$ cat config.mk
export PLATFORM = sky130hd
export DESIGN_NAME = mult4_axi_job_master
export DESIGN_NICKNAME = d
export VERILOG_FILES = /design/src/rtl/mult4_axi_job_master.sv
export SDC_FILE = /design/constraint.sdc
export NUM_CORES = 1
export LEC_CHECK = 0
export ABC_AREA = 1
export CORE_MARGIN = 2
export CORE_UTILIZATION = 44
export CTS_BUF_LIST = sky130_fd_sc_hd__clkbuf_2 sky130_fd_sc_hd__clkbuf_4 sky130_fd_sc_hd__clkbuf_8
export CTS_CLUSTER_SIZE = 24
export DETAILED_ROUTE_END_ITERATION = 16
export PLACE_DENSITY = 0.9
export SETUP_SLACK_MARGIN = 0.1
export SYNTH_ARGS = -nofsm -noshare
export SYNTH_HDL_FRONTEND = slang
export SYNTH_SLANG_ARGS = --single-unit
$ cat constraint.sdc
create_clock -name ACLK -period 3.6 [get_ports ACLK]
set_input_delay 0.9 -clock ACLK [delete_from_list [all_inputs] [get_ports ACLK]]
set_output_delay 0.9 -clock ACLK [all_outputs]
set_load 0.05 [all_outputs]
$ cat src/rtl/mult4_axi_job_master.sv
// rtl/mult4_axi_job_master.sv - AXI4-Lite master that runs 4-bit multiply jobs on the multiplier register slave
//
// Purpose:
//   Accepts operand pairs on a valid/ready stream. For each job it writes the
//   operands, sets start, polls done, reads the result, clears start and waits
//   for done to drop. It then presents the 8-bit product on a valid/ready
//   result stream. At most one AXI transaction is outstanding at any time.
//
// Ports:
//   ACLK, ARESETn                          clock, asynchronous active-low reset
//   op_valid, op_ready, op_a, op_b         job input stream
//   res_valid, res_ready, res_data, res_err  result output stream
//   busy                                   a job is in progress
//   AW*, W*, B*                            AXI4-Lite write channels
//   AR*, R*                                AXI4-Lite read channels
module mult4_axi_job_master #(
  parameter logic [31:0] BASE_ADDR    = 32'h0000_0000,
  parameter int          POLL_TIMEOUT = 1024
) (
  input  logic        ACLK,
  input  logic        ARESETn,
  input  logic        op_valid,
  output logic        op_ready,
  input  logic [3:0]  op_a,
  input  logic [3:0]  op_b,
  output logic        res_valid,
  input  logic        res_ready,
  output logic [7:0]  res_data,
  output logic        res_err,
  output logic        busy,
  output logic [31:0] AWADDR,
  output logic [2:0]  AWPROT,
  output logic        AWVALID,
  input  logic        AWREADY,
  output logic [31:0] WDATA,
  output logic [3:0]  WSTRB,
  output logic        WVALID,
  input  logic        WREADY,
  input  logic [1:0]  BRESP,
  input  logic        BVALID,
  output logic        BREADY,
  output logic [31:0] ARADDR,
  output logic [2:0]  ARPROT,
  output logic        ARVALID,
  input  logic        ARREADY,
  input  logic [31:0] RDATA,
  input  logic [1:0]  RRESP,
  input  logic        RVALID,
  output logic        RREADY
);

  localparam int CW = $clog2(POLL_TIMEOUT + 1);

  localparam logic [31:0] OFF_CONTROL      = 32'h00;
  localparam logic [31:0] OFF_STATUS       = 32'h04;
  localparam logic [31:0] OFF_MULTIPLIER   = 32'h08;
  localparam logic [31:0] OFF_MULTIPLICAND = 32'h0C;
  localparam logic [31:0] OFF_RESULT       = 32'h10;

  typedef enum logic [3:0] {
    IDLE, WR_A, WR_B, WR_GO, POLL_DONE, RD_RES, WR_CLR, POLL_CLR, OUT
  } state_t;

  state_t        state_q, state_d;
  logic [3:0]    b_q, b_d;
  logic          err_q, err_d;
  logic [7:0]    res_q, res_d;
  logic          res_valid_q, res_valid_d;
  logic [CW-1:0] cnt_q, cnt_d, cnt_inc;
  logic          awvalid_q, awvalid_d;
  logic          wvalid_q, wvalid_d;
  logic          bready_q, bready_d;
  logic          arvalid_q, arvalid_d;
  logic          rready_q, rready_d;
  logic [31:0]   awaddr_q, awaddr_d;
  logic [31:0]   araddr_q, araddr_d;
  logic [31:0]   wdata_q, wdata_d;

  logic          wr_done, rd_done, rd_err, poll_expired;
  logic          launch_wr, launch_rd;
  logic [31:0]   launch_off, launch_data;

  // Only the low byte of read data carries status/result information.
  logic unused_rdata;
  assign unused_rdata = ^RDATA[31:8];

  always_ff @(posedge ACLK or negedge ARESETn) begin
    if (!ARESETn) begin
      state_q     <= IDLE;
      b_q         <= '0;
      err_q       <= 1'b0;
      res_q       <= '0;
      res_valid_q <= 1'b0;
      cnt_q       <= '0;
      awvalid_q   <= 1'b0;
      wvalid_q    <= 1'b0;
      bready_q    <= 1'b0;
      arvalid_q   <= 1'b0;
      rready_q    <= 1'b0;
      awaddr_q    <= BASE_ADDR;
      araddr_q    <= BASE_ADDR;
      wdata_q     <= '0;
    end else begin
      state_q     <= state_d;
      b_q         <= b_d;
      err_q       <= err_d;
      res_q       <= res_d;
      res_valid_q <= res_valid_d;
      cnt_q       <= cnt_d;
      awvalid_q   <= awvalid_d;
      wvalid_q    <= wvalid_d;
      bready_q    <= bready_d;
      arvalid_q   <= arvalid_d;
      rready_q    <= rready_d;
      awaddr_q    <= awaddr_d;
      araddr_q    <= araddr_d;
      wdata_q     <= wdata_d;
    end
  end

  always_comb begin
    state_d     = state_q;
    b_d         = b_q;
    err_d       = err_q;
    res_d       = res_q;
    res_valid_d = res_valid_q;
    cnt_d       = cnt_q;
    awvalid_d   = awvalid_q;
    wvalid_d    = wvalid_q;
    bready_d    = bready_q;
    arvalid_d   = arvalid_q;
    rready_d    = rready_q;
    awaddr_d    = awaddr_q;
    araddr_d    = araddr_q;
    wdata_d     = wdata_q;
    launch_wr   = 1'b0;
    launch_rd   = 1'b0;
    launch_off  = '0;
    launch_data = '0;

    cnt_inc      = cnt_q + CW'(1);
    poll_expired = (cnt_inc == CW'(POLL_TIMEOUT));
    wr_done      = bready_q && BVALID;
    rd_done      = rready_q && RVALID;
    rd_err       = rd_done && (RRESP != 2'b00);

    // AW and W drop independently once their own handshake has happened.
    if (awvalid_q && AWREADY) awvalid_d = 1'b0;
    if (wvalid_q && WREADY)   wvalid_d  = 1'b0;
    if (arvalid_q && ARREADY) arvalid_d = 1'b0;
    if (wr_done) begin
      bready_d = 1'b0;
      if (BRESP != 2'b00) err_d = 1'b1;
    end
    if (rd_done) begin
      rready_d = 1'b0;
      if (rd_err) err_d = 1'b1;
    end

    // The next transaction is launched on the same edge that completes the
    // current one, so a zero-wait slave sees back-to-back 2-cycle transfers.
    unique case (state_q)
      IDLE: begin
        if (op_valid && op_ready) begin
          b_d         = op_b;
          err_d       = 1'b0;
          state_d     = WR_A;
          launch_wr   = 1'b1;
          launch_off  = OFF_MULTIPLIER;
          launch_data = {28'h0, op_a};
        end
      end
      WR_A: begin
        if (wr_done) begin
          state_d     = WR_B;
          launch_wr   = 1'b1;
          launch_off  = OFF_MULTIPLICAND;
          launch_data = {28'h0, b_q};
        end
      end
      WR_B: begin
        if (wr_done) begin
          state_d     = WR_GO;
          launch_wr   = 1'b1;
          launch_off  = OFF_CONTROL;
          launch_data = 32'h1;
        end
      end
      WR_GO: begin
        if (wr_done) begin
          state_d    = POLL_DONE;
          cnt_d      = '0;
          launch_rd  = 1'b1;
          launch_off = OFF_STATUS;
        end
      end
      POLL_DONE: begin
        if (rd_done) begin
          // An error response counts as done so the job can wind down.
          if (rd_err || RDATA[0]) begin
            state_d    = RD_RES;
            launch_rd  = 1'b1;
            launch_off = OFF_RESULT;
          end else if (poll_expired) begin
            err_d       = 1'b1;
            res_d       = '0;
            state_d     = WR_CLR;
            launch_wr   = 1'b1;
            launch_off  = OFF_CONTROL;
            launch_data = '0;
          end else begin
            cnt_d      = cnt_inc;
            launch_rd  = 1'b1;
            launch_off = OFF_STATUS;
          end
        end
      end
      RD_RES: begin
        if (rd_done) begin
          res_d       = rd_err ? 8'h00 : RDATA[7:0];
          state_d     = WR_CLR;
          launch_wr   = 1'b1;
          launch_off  = OFF_CONTROL;
          launch_data = '0;
        end
      end
      WR_CLR: begin
        if (wr_done) begin
          state_d    = POLL_CLR;
          cnt_d      = '0;
          launch_rd  = 1'b1;
          launch_off = OFF_STATUS;
        end
      end
      POLL_CLR: begin
        if (rd_done) begin
          // An error response counts as done=0 here.
          if (rd_err || !RDATA[0]) begin
            state_d     = OUT;
            res_valid_d = 1'b1;
          end else if (poll_expired) begin
            err_d       = 1'b1;
            state_d     = OUT;
            res_valid_d = 1'b1;
          end else begin
            cnt_d      = cnt_inc;
            launch_rd  = 1'b1;
            launch_off = OFF_STATUS;
          end
        end
      end
      OUT: begin
        if (res_ready) begin
          res_valid_d = 1'b0;
          state_d     = IDLE;
        end
      end
      default: state_d = IDLE;
    endcase

    if (launch_wr) begin
      awvalid_d = 1'b1;
      wvalid_d  = 1'b1;
      bready_d  = 1'b1;
      awaddr_d  = BASE_ADDR + launch_off;
      wdata_d   = launch_data;
    end
    if (launch_rd) begin
      arvalid_d = 1'b1;
      rready_d  = 1'b1;
      araddr_d  = BASE_ADDR + launch_off;
    end
  end

  // op_ready is gated by reset so it reads low while ARESETn is asserted.
  assign op_ready  = ARESETn && (state_q == IDLE);
  assign busy      = (state_q != IDLE);
  assign res_valid = res_valid_q;
  assign res_data  = res_q;
  assign res_err   = err_q;
  assign AWADDR    = awaddr_q;
  assign AWPROT    = 3'b000;
  assign AWVALID   = awvalid_q;
  assign WDATA     = wdata_q;
  assign WSTRB     = 4'hF;
  assign WVALID    = wvalid_q;
  assign BREADY    = bready_q;
  assign ARADDR    = araddr_q;
  assign ARPROT    = 3'b000;
  assign ARVALID   = arvalid_q;
  assign RREADY    = rready_q;

endmodule
==> summary.txt <==
Synthesized area: 3200 µm²
Final non-filler cell area: 3620 µm²
Count of TritonRoute iterations in the first routing pass: 4
Static leakage: 1.82 nW
Number of sinks driven by the clock tree: 44
Min Hold Slack: 491 ps
Startpoint class of the critical path: flip-flop
Vias/cell: 4.45
Placeable core region: 7140 µm²
Levels on crit path: 5
Post-synth EDFFs: 0
Max-Cap Viols: 0
Slew HR: 54.2%
Status: finished clean
Violation count after the first detailed-routing iteration: 122
Remaining global-route overflow: 0
Power density normalized to cell area: 704 nW/µm²
Number of global-route vias before repair: 2383
Fraction of the yosys area taken by sequential cells: 34.4%
Post-synthesis average cell area: 7.69 µm²
Chip Width: 89.3 µm
Flop2flop setup slack: 1160 ps
Maximum fanout count along the critical path: 4
Post-layout min period: 2960 ps
RSZ-0062 raised after global routing: no
Layout Nets: 530
Number of placed I/O pins: 176
Input/output buffers: 55
Weighted congestion at the end of routability-driven global placement: 0.826
Logic depth of the worst register-to-register path: 11
Overall routing resource usage: 16.4%
Average detailed-routed wire length per instance: 11.0 µm
Most frequent CP cell: inv_2
Setup fix buffers added after clock tree synthesis: 0
Syn-to-layout area delta: 13.2%
Asr flop ratio synth: 100%
Final Hold Fails: 0
Util after Layout: 50.7%
Effective utilization at floorplan: 44.8%
Setup-failing EPs final: 0
Clock root buffer master: clkbuf_8
Cell count after synthesis: 416
Worst endpoint required time: 2700 ps
N_diodes: 0
Top post-synthesis cells by area: dfrtp_1 34%, buf_4 23%, nand2_1 13%
Element type at the critical path end: output pin
Total power draw: 2.55 mW
Cell types with the highest counts after synthesis: 111 x nand2_1, 96 x buf_4, 44 x dfrtp_1
Post-cts sizing count: 0
Setup Total Neg Slack: 0 ps
Fraction of final layout cells sized beyond drive strength 1: 10.7%
Wire length of the first global-routing pass: 10300 µm
Antenna violations before repair: 0
Peak supply drop: 0.630 mV
Final critical-path share of the clock period: 82.2%
Critical path capture point: busy
Number of buffers on the longest clock path: 2
Vias: 2557
Antenna-violating nets left: 0
Clk_skew: 5.38 ps
Full die area: 7970 µm²
Delay contributed by the slowest stage of the critical path: 720 ps
Most used flip-flop cell after synthesis: dfrtp_1
Count of buffer and inverter cells on the critical path: 3
Placed Cells: 567
CTS tree: done
Worst flop-to-flop path startpoint: cnt_q[0]
Worst setup path start: state_q[3]
Post-route setup slack: 641 ps
Maximum achievable frequency: 338 MHz
Number of distinct library cells after synthesis: 37
Slowest-stage cell, CP: clkdlybuf4s50_1
Least-Margin Pin Slew: 684 ps
DP HPWL: 4930 µm
Kind of cell with the highest combined delay on the critical path: buffers and inverters
Skew-Pair Late Insertion Delay: 300 ps
Max H-tree Level: 2
Worst-path cell chain: nor2_2 -> inv_2 -> nor2_1 -> inv_2 -> clkdlybuf4s50_1
Worst R2R End: cnt_q[0]
Clock edge transition at the registers on the reported setup and hold paths: 80 ps
Area post-placement: 3490 µm²
Routed WL: 6330 µm
Height of the die: 89.3 µm
Worst hold path type: reg -> reg
DRC errors left: 0
Clock buffer count from CTS: 5
Count of non-filler cells in the finished layout: 574
Yosys warnings: 0
Floorplan row count: 31
Pin count of the biggest net entering global routing: 45
Final Max Slew Viols: 0
Largest area contributor in the netlist: dfrtp_1
Quantity of hold-fixing buffers added after cts: 0
Dpl ws: 570 ps
WP data arrival: 2060 ps
Area share of the largest cell type after synthesis: 34.4%
Worst Setup Path Type: reg -> out
Most common cell in the synthesized netlist: nand2_1
Register bit count reported by yosys: 44
==> worst min-delay path: stages (launching register included) <==
cell and delay, ps:
dfrtp_1 350, nand2_1 60, nand2_1 50
==> area by class of cell <==
cell class	instances	area (µm²)
fill	668	3520
clock inverter	2	60.1
inverter	47	176
timing repair buffer	57	571
sequential	44	1100
clock buffer	5	68.8
multi-input combinational	320	1520
tap	99	124
==> cells in the final DEF (no fill, tap or decap), drive strengths merged <==
cell type,count
conb,96
nand4,2
ha,2
o22ai,1
bufinv,2
a31o,1
clkdlybuf4s50,53
inv,44
xor2,1
a211oi,2
xnor2,1
a22oi,4
nand3,24
dfrtp,44
clkinv,3
o211ai,5
nor2,21
o31ai,2
a31oi,1
o21bai,1
a21oi,2
buf,4
nor3,5
or2,2
clkbuf,5
o21ai,30
a221oi,1
and3,1
nand2,115
==> power breakdown <==
part | switching, mW | leakage, nW | internal, mW
sequential | 0.102 | 0.577 | 0.623
combinational | 1.01 | 1.18 | 0.374
clock | 0.170 | 0.0642 | 0.273
==> flip-flops by register name, summed over array words and instances, names as in the netlist <==
register   count
AWVALID        1
BREADY         1
res_data       8
res_valid      1
state_q        4
WDATA          4
res_err        1
b_q            4
AWADDR         3
ARVALID        1
WVALID         1
RREADY         1
ARADDR         3
cnt_q         11
==> per-layer routing <==
layer	global-route usage, %	vias to the layer above	wire (µm)
met4	6.11	0	165
li1	-	1242	-
met2	30.8	110	3420
met5	0	-	0
met1	17.3	1189	2350
met3	4.43	16	391
==> kinds of logic (layout without fill, tap and decap cells) <==
kind of cell / after synthesis / after routing / share of synthesized area (%)
compound gates: 50 / 50 / 11.7
xor+xnor: 2 / 2 / 0.548
fa+ha+maj: 2 / 2 / 0.782
buf+inv: 146 / 111 / 29.1
flops: 44 / 44 / 34.4
other cells: 2 / 96 / 0.235
simple gates: 170 / 170 / 23.2
==> how the worst min path moves through the flow <==
stage	from	end	slack, ps	cells after the start
2_1_floorplan	b_q[0]	b_q[0]	450	2
3_3_place_gp	res_data[1]	res_data[1]	460	2
3_5_place_dp	b_q[0]	b_q[0]	470	2
4_1_cts	b_q[0]	b_q[0]	490	2
5_1_grt	res_data[2]	res_data[2]	520	2
6_report	b_q[0]	b_q[0]	490	2
No activity file was read; power rests on OpenSTA's default activity.
